--- config.mk ---
export PLATFORM = sky130hd
export DESIGN_NAME = memory_arbiter
export DESIGN_NICKNAME = d
export VERILOG_FILES = /design/src/rtl/cpu_types_pkg.sv /design/src/rtl/memory_arbiter.sv
export SDC_FILE = /design/constraint.sdc
export NUM_CORES = 1
export LEC_CHECK = 0
export BUFFER_PORTS_ARGS = -buffer_cell sky130_fd_sc_hd__clkbuf_2
export CORE_AREA = 2 2 103 105
export DETAILED_ROUTE_END_ITERATION = 8
export DIE_AREA = 0 0 105 107
export HOLD_SLACK_MARGIN = 0.08
export SLEW_MARGIN = 20
export SYNTH_ARGS = -nofsm -noshare
export SYNTH_HDL_FRONTEND = slang
export SYNTH_SLANG_ARGS = --single-unit
--- constraint.sdc ---
create_clock -name CLK -period 2.6 [get_ports CLK]
set_input_delay 0.13 -clock CLK [delete_from_list [all_inputs] [get_ports CLK]]
set_output_delay 0.13 -clock CLK [all_outputs]
set_load 0.1 [all_outputs]
--- src/rtl/cpu_types_pkg.sv ---
// Shared CPU types: RAM handshake states, memory arbiter FSM states, bus word type.
package cpu_types_pkg;

    typedef logic [31:0] word_t;

    // RAM handshake reported by the system RAM each cycle.
    typedef enum logic [1:0] {
        FREE   = 2'd0,
        BUSY   = 2'd1,
        ACCESS = 2'd2,
        ERROR  = 2'd3
    } ramstate_t;

    // Memory arbiter grant FSM.
    typedef enum logic [1:0] {
        IDLE   = 2'd0,
        DGRANT = 2'd1,
        IGRANT = 2'd2
    } arb_state_t;

endpackage

--- src/rtl/memory_arbiter.sv ---
// memory_arbiter: puts instruction-fetch and data-access requests onto one single-ported RAM.
// Data requests normally win. A data-streak counter forces an instruction grant once DSTREAK
// data grants have gone by while an instruction fetch was waiting.
//
// Ports:
//   CLK, nRST          clock, async active-low reset
//   iREN, iaddr        instruction read request / address
//   iload, iwait       instruction data (ramload) / not-complete
//   dREN, dWEN         data read / write request
//   daddr, dstore      data address / write data
//   dload, dwait       data returned (ramload) / not-complete
//   ramREN, ramWEN     RAM strobes
//   ramaddr, ramstore  RAM address / write data
//   ramload, ramstate  RAM read data / handshake state
//   memerr             sticky error (RAM ERROR or grant timeout)
module memory_arbiter
    import cpu_types_pkg::*;
#(
    parameter int unsigned DSTREAK = 4,
    parameter int unsigned TIMEOUT = 64
) (
    input  logic        CLK,
    input  logic        nRST,
    input  logic        iREN,
    input  logic [31:0] iaddr,
    output logic [31:0] iload,
    output logic        iwait,
    input  logic        dREN,
    input  logic        dWEN,
    input  logic [31:0] daddr,
    input  logic [31:0] dstore,
    output logic [31:0] dload,
    output logic        dwait,
    output logic        ramREN,
    output logic        ramWEN,
    output logic [31:0] ramaddr,
    output logic [31:0] ramstore,
    input  logic [31:0] ramload,
    input  logic [1:0]  ramstate,
    output logic        memerr
);

    localparam int unsigned SW = $clog2(DSTREAK + 1);
    localparam int unsigned TW = (TIMEOUT > 1) ? $clog2(TIMEOUT) : 1;

    arb_state_t    state_q, state_d;
    logic [SW-1:0] dstreak_q, dstreak_d;
    logic [TW-1:0] timeout_q, timeout_d;
    logic          memerr_q, memerr_d;

    ramstate_t rs;
    logic      dreq;
    logic      starve;
    logic      done;
    logic      fault;

    assign rs     = ramstate_t'(ramstate);
    assign dreq   = dREN | dWEN;
    assign starve = iREN && (dstreak_q == SW'(DSTREAK));
    assign done   = (rs == ACCESS);
    assign fault  = (rs == ERROR) || (timeout_q == TW'(TIMEOUT - 1));

    always_comb begin
        state_d   = state_q;
        dstreak_d = dstreak_q;
        memerr_d  = memerr_q;

        unique case (state_q)
            IDLE: begin
                if (!iREN) begin
                    dstreak_d = '0;
                end
                if (dreq && !starve) begin
                    state_d = DGRANT;
                end else if (iREN) begin
                    state_d = IGRANT;
                end
            end
            DGRANT: begin
                // A dropped request is abandoned silently; completion beats fault.
                if (!dreq) begin
                    state_d = IDLE;
                end else if (done) begin
                    state_d = IDLE;
                    if (iREN && (dstreak_q != SW'(DSTREAK))) begin
                        dstreak_d = dstreak_q + 1'b1;
                    end
                end else if (fault) begin
                    state_d  = IDLE;
                    memerr_d = 1'b1;
                end
            end
            IGRANT: begin
                if (!iREN) begin
                    state_d = IDLE;
                end else if (done) begin
                    state_d   = IDLE;
                    dstreak_d = '0;
                end else if (fault) begin
                    state_d  = IDLE;
                    memerr_d = 1'b1;
                end
            end
            default: begin
                state_d = IDLE;
            end
        endcase

        // Counts cycles spent in the current grant; restarts on every state change.
        if (state_d != state_q) begin
            timeout_d = '0;
        end else if (state_q != IDLE) begin
            timeout_d = timeout_q + 1'b1;
        end else begin
            timeout_d = '0;
        end
    end

    always_ff @(posedge CLK or negedge nRST) begin
        if (!nRST) begin
            state_q   <= IDLE;
            dstreak_q <= '0;
            timeout_q <= '0;
            memerr_q  <= 1'b0;
        end else begin
            state_q   <= state_d;
            dstreak_q <= dstreak_d;
            timeout_q <= timeout_d;
            memerr_q  <= memerr_d;
        end
    end

    // RAM side is combinational from the registered grant, so it goes quiet in IDLE and on reset.
    always_comb begin
        ramREN   = 1'b0;
        ramWEN   = 1'b0;
        ramaddr  = '0;
        ramstore = '0;
        iwait    = iREN;
        dwait    = dreq;

        unique case (state_q)
            DGRANT: begin
                ramaddr  = daddr;
                ramstore = dstore;
                ramWEN   = dWEN;
                ramREN   = dREN & ~dWEN;
                if (dreq && done) begin
                    dwait = 1'b0;
                end
            end
            IGRANT: begin
                ramaddr = iaddr;
                ramREN  = 1'b1;
                if (iREN && done) begin
                    iwait = 1'b0;
                end
            end
            default: begin
            end
        endcase
    end

    assign iload  = ramload;
    assign dload  = ramload;
    assign memerr = memerr_q;

endmodule

# Yosys cells after proc, flatten, opt, wreduce, memory -nomap -nowiden
# Index checks and enable logic that the tools add are counted.
classes:
  n_reduce_logical: 13
  n_eq_ne: 14
  n_addsub: 2
  bitwise_logic: 3
  muxes: 29
op_table:
  columns: ["cell", "count"]
  rows:
  - ["32-bit case mux with 2 select lines", 1]
  - ["32-bit 2-to-1 mux", 1]
  - ["3-bit 2-to-1 mux", 6]
  - ["2-bit 2-to-1 mux", 6]
  - ["6-bit 2-to-1 mux", 2]
  - ["2-bit != test (second input constant)", 6]
  - ["1-bit 2-to-1 mux", 9]
  - ["3-bit case mux with 3 select lines", 1]
  - ["7-bit AND reduction", 1]
  - ["6-bit by 1-bit adder with 6-bit output (second input constant)", 1]
  - ["2-bit equality test (second input constant)", 3]
  - ["6-bit equality test (second input constant)", 1]
  - ["2-bit case mux with 3 select lines", 1]
  - ["1-bit logical AND", 5]
  - ["1-bit case mux with 2 select lines", 2]
  - ["2-bit nonzero test", 2]
  - ["3-bit by 1-bit adder with 3-bit output (second input constant)", 1]
  - ["3-bit equality test (second input constant)", 1]
  - ["3-bit != test (second input constant)", 1]
  - ["3-bit AND reduction", 1]
  - ["3-bit nonzero test", 1]
  - ["2-bit by 1-bit equality test with 1-bit output (second input constant)", 1]
  - ["2-bit zero test", 1]
  - ["2-bit != test", 1]
  - ["5 further kinds", 5]
totals:
  wordCells: 65
  register_bits: 12

# Depth between registers and ports, before layout
depth:
  word_depth: 8
  mapped_depth: 7

# Least setup slack after synthesis
# No wires, ideal clock.
synth_path:
  kind: "flip-flop to output port"
  from: "register state_q[1]"
  to: "output port ramREN"
  path_slack_ns: -0.819
  path_buffers: 2
  t_required_ns: 2.470
  path_stages_with_launch: 7
  arrival_time_ns: 3.289
  path_cell_list: "dfrtp_1 -> inv_1 -> ha_1 -> buf_4 -> clkbuf_1 -> nand3b_1 -> a21boi_0"
synth_via:
  elab_chain_len: 2
  word_cells_on_any_way: 3
  cone_classes: "eq/ne: 2; mux: 1"
synth_rtl:
  columns: ["item", "line_no", "rtl"]
  rows:
  - ["from (decl)", "memory_arbiter.sv:46", "arb_state_t state_q, state_d;"]
  - ["from (signal assigned)", "memory_arbiter.sv:126", "state_q <= state_d;"]
  - ["2-bit equality test / 2-bit by 1-bit equality test with 1-bit output (equally long branches)", "memory_arbiter.sv:142", "unique case (state_q)"]
  - ["1-bit case mux with 2 select lines (*)", "memory_arbiter.sv:142", null]
  - ["to (decl)", "memory_arbiter.sv:34", "output logic ramREN,"]
# Every way passes the cells marked *; elsewhere a longest branch is shown, timed or not.

# Final worst setup path
layout_path:
  from: "register state_q[1]"
  to: "output port ramstore[14]"
layout_via:
  elab_chain_len: 2
layout_rtl:
  columns: ["item", "line_no", "rtl"]
  rows:
  - ["2-bit by 1-bit equality test with 1-bit output", "memory_arbiter.sv:142", null]
  - ["32-bit 2-to-1 mux", "memory_arbiter.sv:142", null]
  - ["to (decl)", "memory_arbiter.sv:37", "output logic [31:0] ramstore,"]
# No other way between the ends.

==> impl_metrics.yaml <==
run_status:
  outcome: "completed"
final_layout:
  final_net_count: 497
  layout-drive-gt1-share_pct: 62.0
  reg_area_sq_um: 300
  mostFrequentLayoutCell: "sky130_fd_sc_hd__clkbuf_2"
  antenna-diode-count: 0
  multi_input_area_sq_um: 1180
  areaGrowthSynthToFinish_pct: 58.2
  mostFrequentLayoutCells: "sky130_fd_sc_hd__clkbuf_2 (138), sky130_fd_sc_hd__and2_1 (34), sky130_fd_sc_hd__buf_12 (33)"
  filler_cell_count: 1126
  layout.cell_area.non_filler_sq_um: 3110
setup_path:
  cell_depth_of_the_worst_setup_path: 5
  path_buf_inv: 3
  crit_start_category: "register"
  rr_worst_depth: 7
  critical_path.endpoint_type: "output port"
  crit_path_max_incr_delay_ps: 460
  timing.critical_path.arrival_ps: 2070
  setup.reg_to_reg.worst_slack_ps: 600
  timing.critical_path.fanout_max: 34
  crit_path_cell_trace: "inv_1, ha_2, buf_4, and2_1, clkbuf_2"
  critPathRequiredTime_ps: 2470
  critical_path.slowest_cell: "sky130_fd_sc_hd__clkbuf_2"
  criticalPathCategory: "register to output port"
  worst_r2r_endpoint: "timeout_q[4]$_DFF_PN0_"
  crit_family: "buffers and inverters"
  worstReg2RegStart: "state_q[0]$_DFF_PN0_"
clock_tree:
  cts_tree: "done"
  numCtsBuffers: 3
  clockBufferDepth: 2
  cts_sinks: 12
  clk_pin_slew_worst_paths_ps: 50
  cts-root-buf: "sky130_fd_sc_hd__clkbuf_8"
  post-cts-setup-buffers: 0
  cts_htree_levels: 1
  clock_latency_ps: 240
yosys:
  post_synth.cell_area_avg_sq_um: 7.77
  net_count_of_the_mapped_netlist: 395
  mappedNetlistArea_sq_um: 1970
  yosysSeqAreaShare_pct: 15.3
  synthCells: 253
  yosys_warnings: 0
  synth.ff_latch_count: 12
  ys_dominant_reg_cell: "sky130_fd_sc_hd__dfrtp_1"
  post_synth_num_cell_types: 34
  synth_edf_count: 0
  synth_async_sr_flop_share_pct: 100
sta:
  final_max_slew_viol_count: 0
  grt_setup_unrepaired: "no"
  fin_worst_hold_slack_ps: 243
  tightest_slew_ps: 570
  fmax_mhz: 455
  worst_clock_skew_ps: 0.817
  report.final.setup_viol: 0
  post-route-min-period_ps: 2200
  hold_violations: 0
  slew_headroom_pct: 62.1
  post-route-period-util_pct: 84.6
routing:
  drt_pass1_iterations: 4
  route.detailed.drc: 0
  routed_wirelength_mm: 7.61
  post_drt_via_cell_ratio: 4.31
  dr.first_iter.drc_count: 111
  vias: 2109
  avg_wl_per_cell_um: 15.6
  route.antenna.remaining_nets: 0
power_and_ir_drop:
  vdd_drop_max_v: 0.000658
  power_density_nw_per_um2: 1510
  leakagePower_nw: 1.51
  power.total_mw: 4.70
global_route:
  grt_max_degree: 35
  grt_first_pass_wirelength_mm: 11.1
  grt_antenna_before_repair: 0
  first_global_vias: 2182
  global_route.overflow_total: 0
  grtUsageTotal_pct: 12.4
floorplan:
  die_height_um: 107
  io_pins: 268
  die_w_um: 105
  die-area_sq_um: 11200
  floorplan.initialDensity_pct: 19.5
  core.rowCount: 37
  placeableCoreArea_sq_um: 10100
placed_design:
  gp_congestion: 0.894
  port_buffers: 171
  post-dp-hpwl_mm: 6.57
  placed_cell_area_sq_um: 3060
hold_path:
  hold_path_end: "state_q[1]$_DFF_PN0_"
  whs_path_depth: 4
  hold_path.startpoint: "ramstate[1]"
  min_path_type: "input pin to register"
flow_run:
  drv_cap: 0
## repair_timing
item,4_1_cts,5_1_grt
endpoints found under the hold margin,12,0
hold buffers,1,0
gates resized for setup,0,0
## state kept, by name, summed over array words and instances (netlist names)
signal	count
dstreak_q	3
timeout_q	6
state_q	2
memerr	1
## cells in the mapped netlist (3+ instances only)
cell	count	area share [%]
sky130_fd_sc_hd__buf_4	65	25
sky130_fd_sc_hd__a22o_1	3	1.3
sky130_fd_sc_hd__nand2_1	3	0.57
sky130_fd_sc_hd__ha_1	7	4.5
sky130_fd_sc_hd__clkbuf_1	13	2.5
sky130_fd_sc_hd__xnor2_1	3	1.3
sky130_fd_sc_hd__a21oi_1	4	1.0
sky130_fd_sc_hd__nand3_1	3	0.76
sky130_fd_sc_hd__nor2b_1	33	11
sky130_fd_sc_hd__inv_1	6	1.1
sky130_fd_sc_hd__a22oi_1	32	12
sky130_fd_sc_hd__xor2_1	3	1.3
sky130_fd_sc_hd__dfrtp_1	12	15
sky130_fd_sc_hd__nor2_1	8	1.5
sky130_fd_sc_hd__and3_1	3	0.95
sky130_fd_sc_hd__o21ai_0	3	0.76
sky130_fd_sc_hd__and2_1	34	11
## how the worst max path moves through the flow
stage,startpoint,end,slack [ps]
detailed placement,state_q[0]$_DFF_PN0_,timeout_q[4]$_DFF_PN0_,620
floorplan,state_q[1]$_DFF_PN0_,ramREN,-80
global route,state_q[1]$_DFF_PN0_,ramstore[31],250
finish,state_q[1]$_DFF_PN0_,ramstore[14],400
global placement,state_q[0]$_DFF_PN0_,state_q[0]$_DFF_PN0_,700
CTS,state_q[1]$_DFF_PN0_,ramstore[21],390
## worst register-to-register path: cells and delay by family, from the launching register on
kind | cells | cell delay (ps)
simple gates | 2 | 280
buf+inv | 2 | 460
flops | 1 | 420
fa+ha+maj | 1 | 240
compound gates | 2 | 520
## area by class of cell
type	count	share of cell area, %
flip-flops and latches	12	9.66
inverters	6	0.724
repair buffers	176	44.7
multi-input cells	156	38.1
well taps	136	5.47
clock buffers	3	1.33
## through the flow
| stage | TNS [ps] | cells | util [%] | worst slack, ps |
|---|---|---|---|---|
| finish | 0 | 489 | 30.8 | 400 |
| global route | 0 | 489 | 30.8 | 250 |
| CTS | 0 | 489 | 30.8 | 391 |
| detailed placement | 0 | 485 | 30.3 | 621 |
| global placement | 0 | 485 | 30.3 | 701 |
| floorplan | -82.7 | 253 | - | -82.7 |
## metal layers
layer	share of wire (%)	wire length, um	global-route usage, %
met1	36	2730	13.1
met2	53	4060	24.2
met3	8.4	636	2.86
met4	2.4	182	4.00
met5	0	0	0
## power by group
| group | internal, mW | switching, mW |
|---|---|---|
| logic | 1.19 | 3.08 |
| registers | 0.221 | 0.0405 |
| clock network | 0.102 | 0.0659 |
| total | 1.52 | 3.19 |
## logic make-up (layout without fill, tap and decap cells)
logic type	Yosys count	in the layout	synth area share (%)
xor+xnor	6	6	2.67
buf+inv	85	185	28.7
compound gates	50	50	19.6
simple gates	92	92	28.5
flops	12	12	15.3
mux	1	1	0.764
fa+ha+maj	7	7	4.46
(Power assumes the default switching activity.)
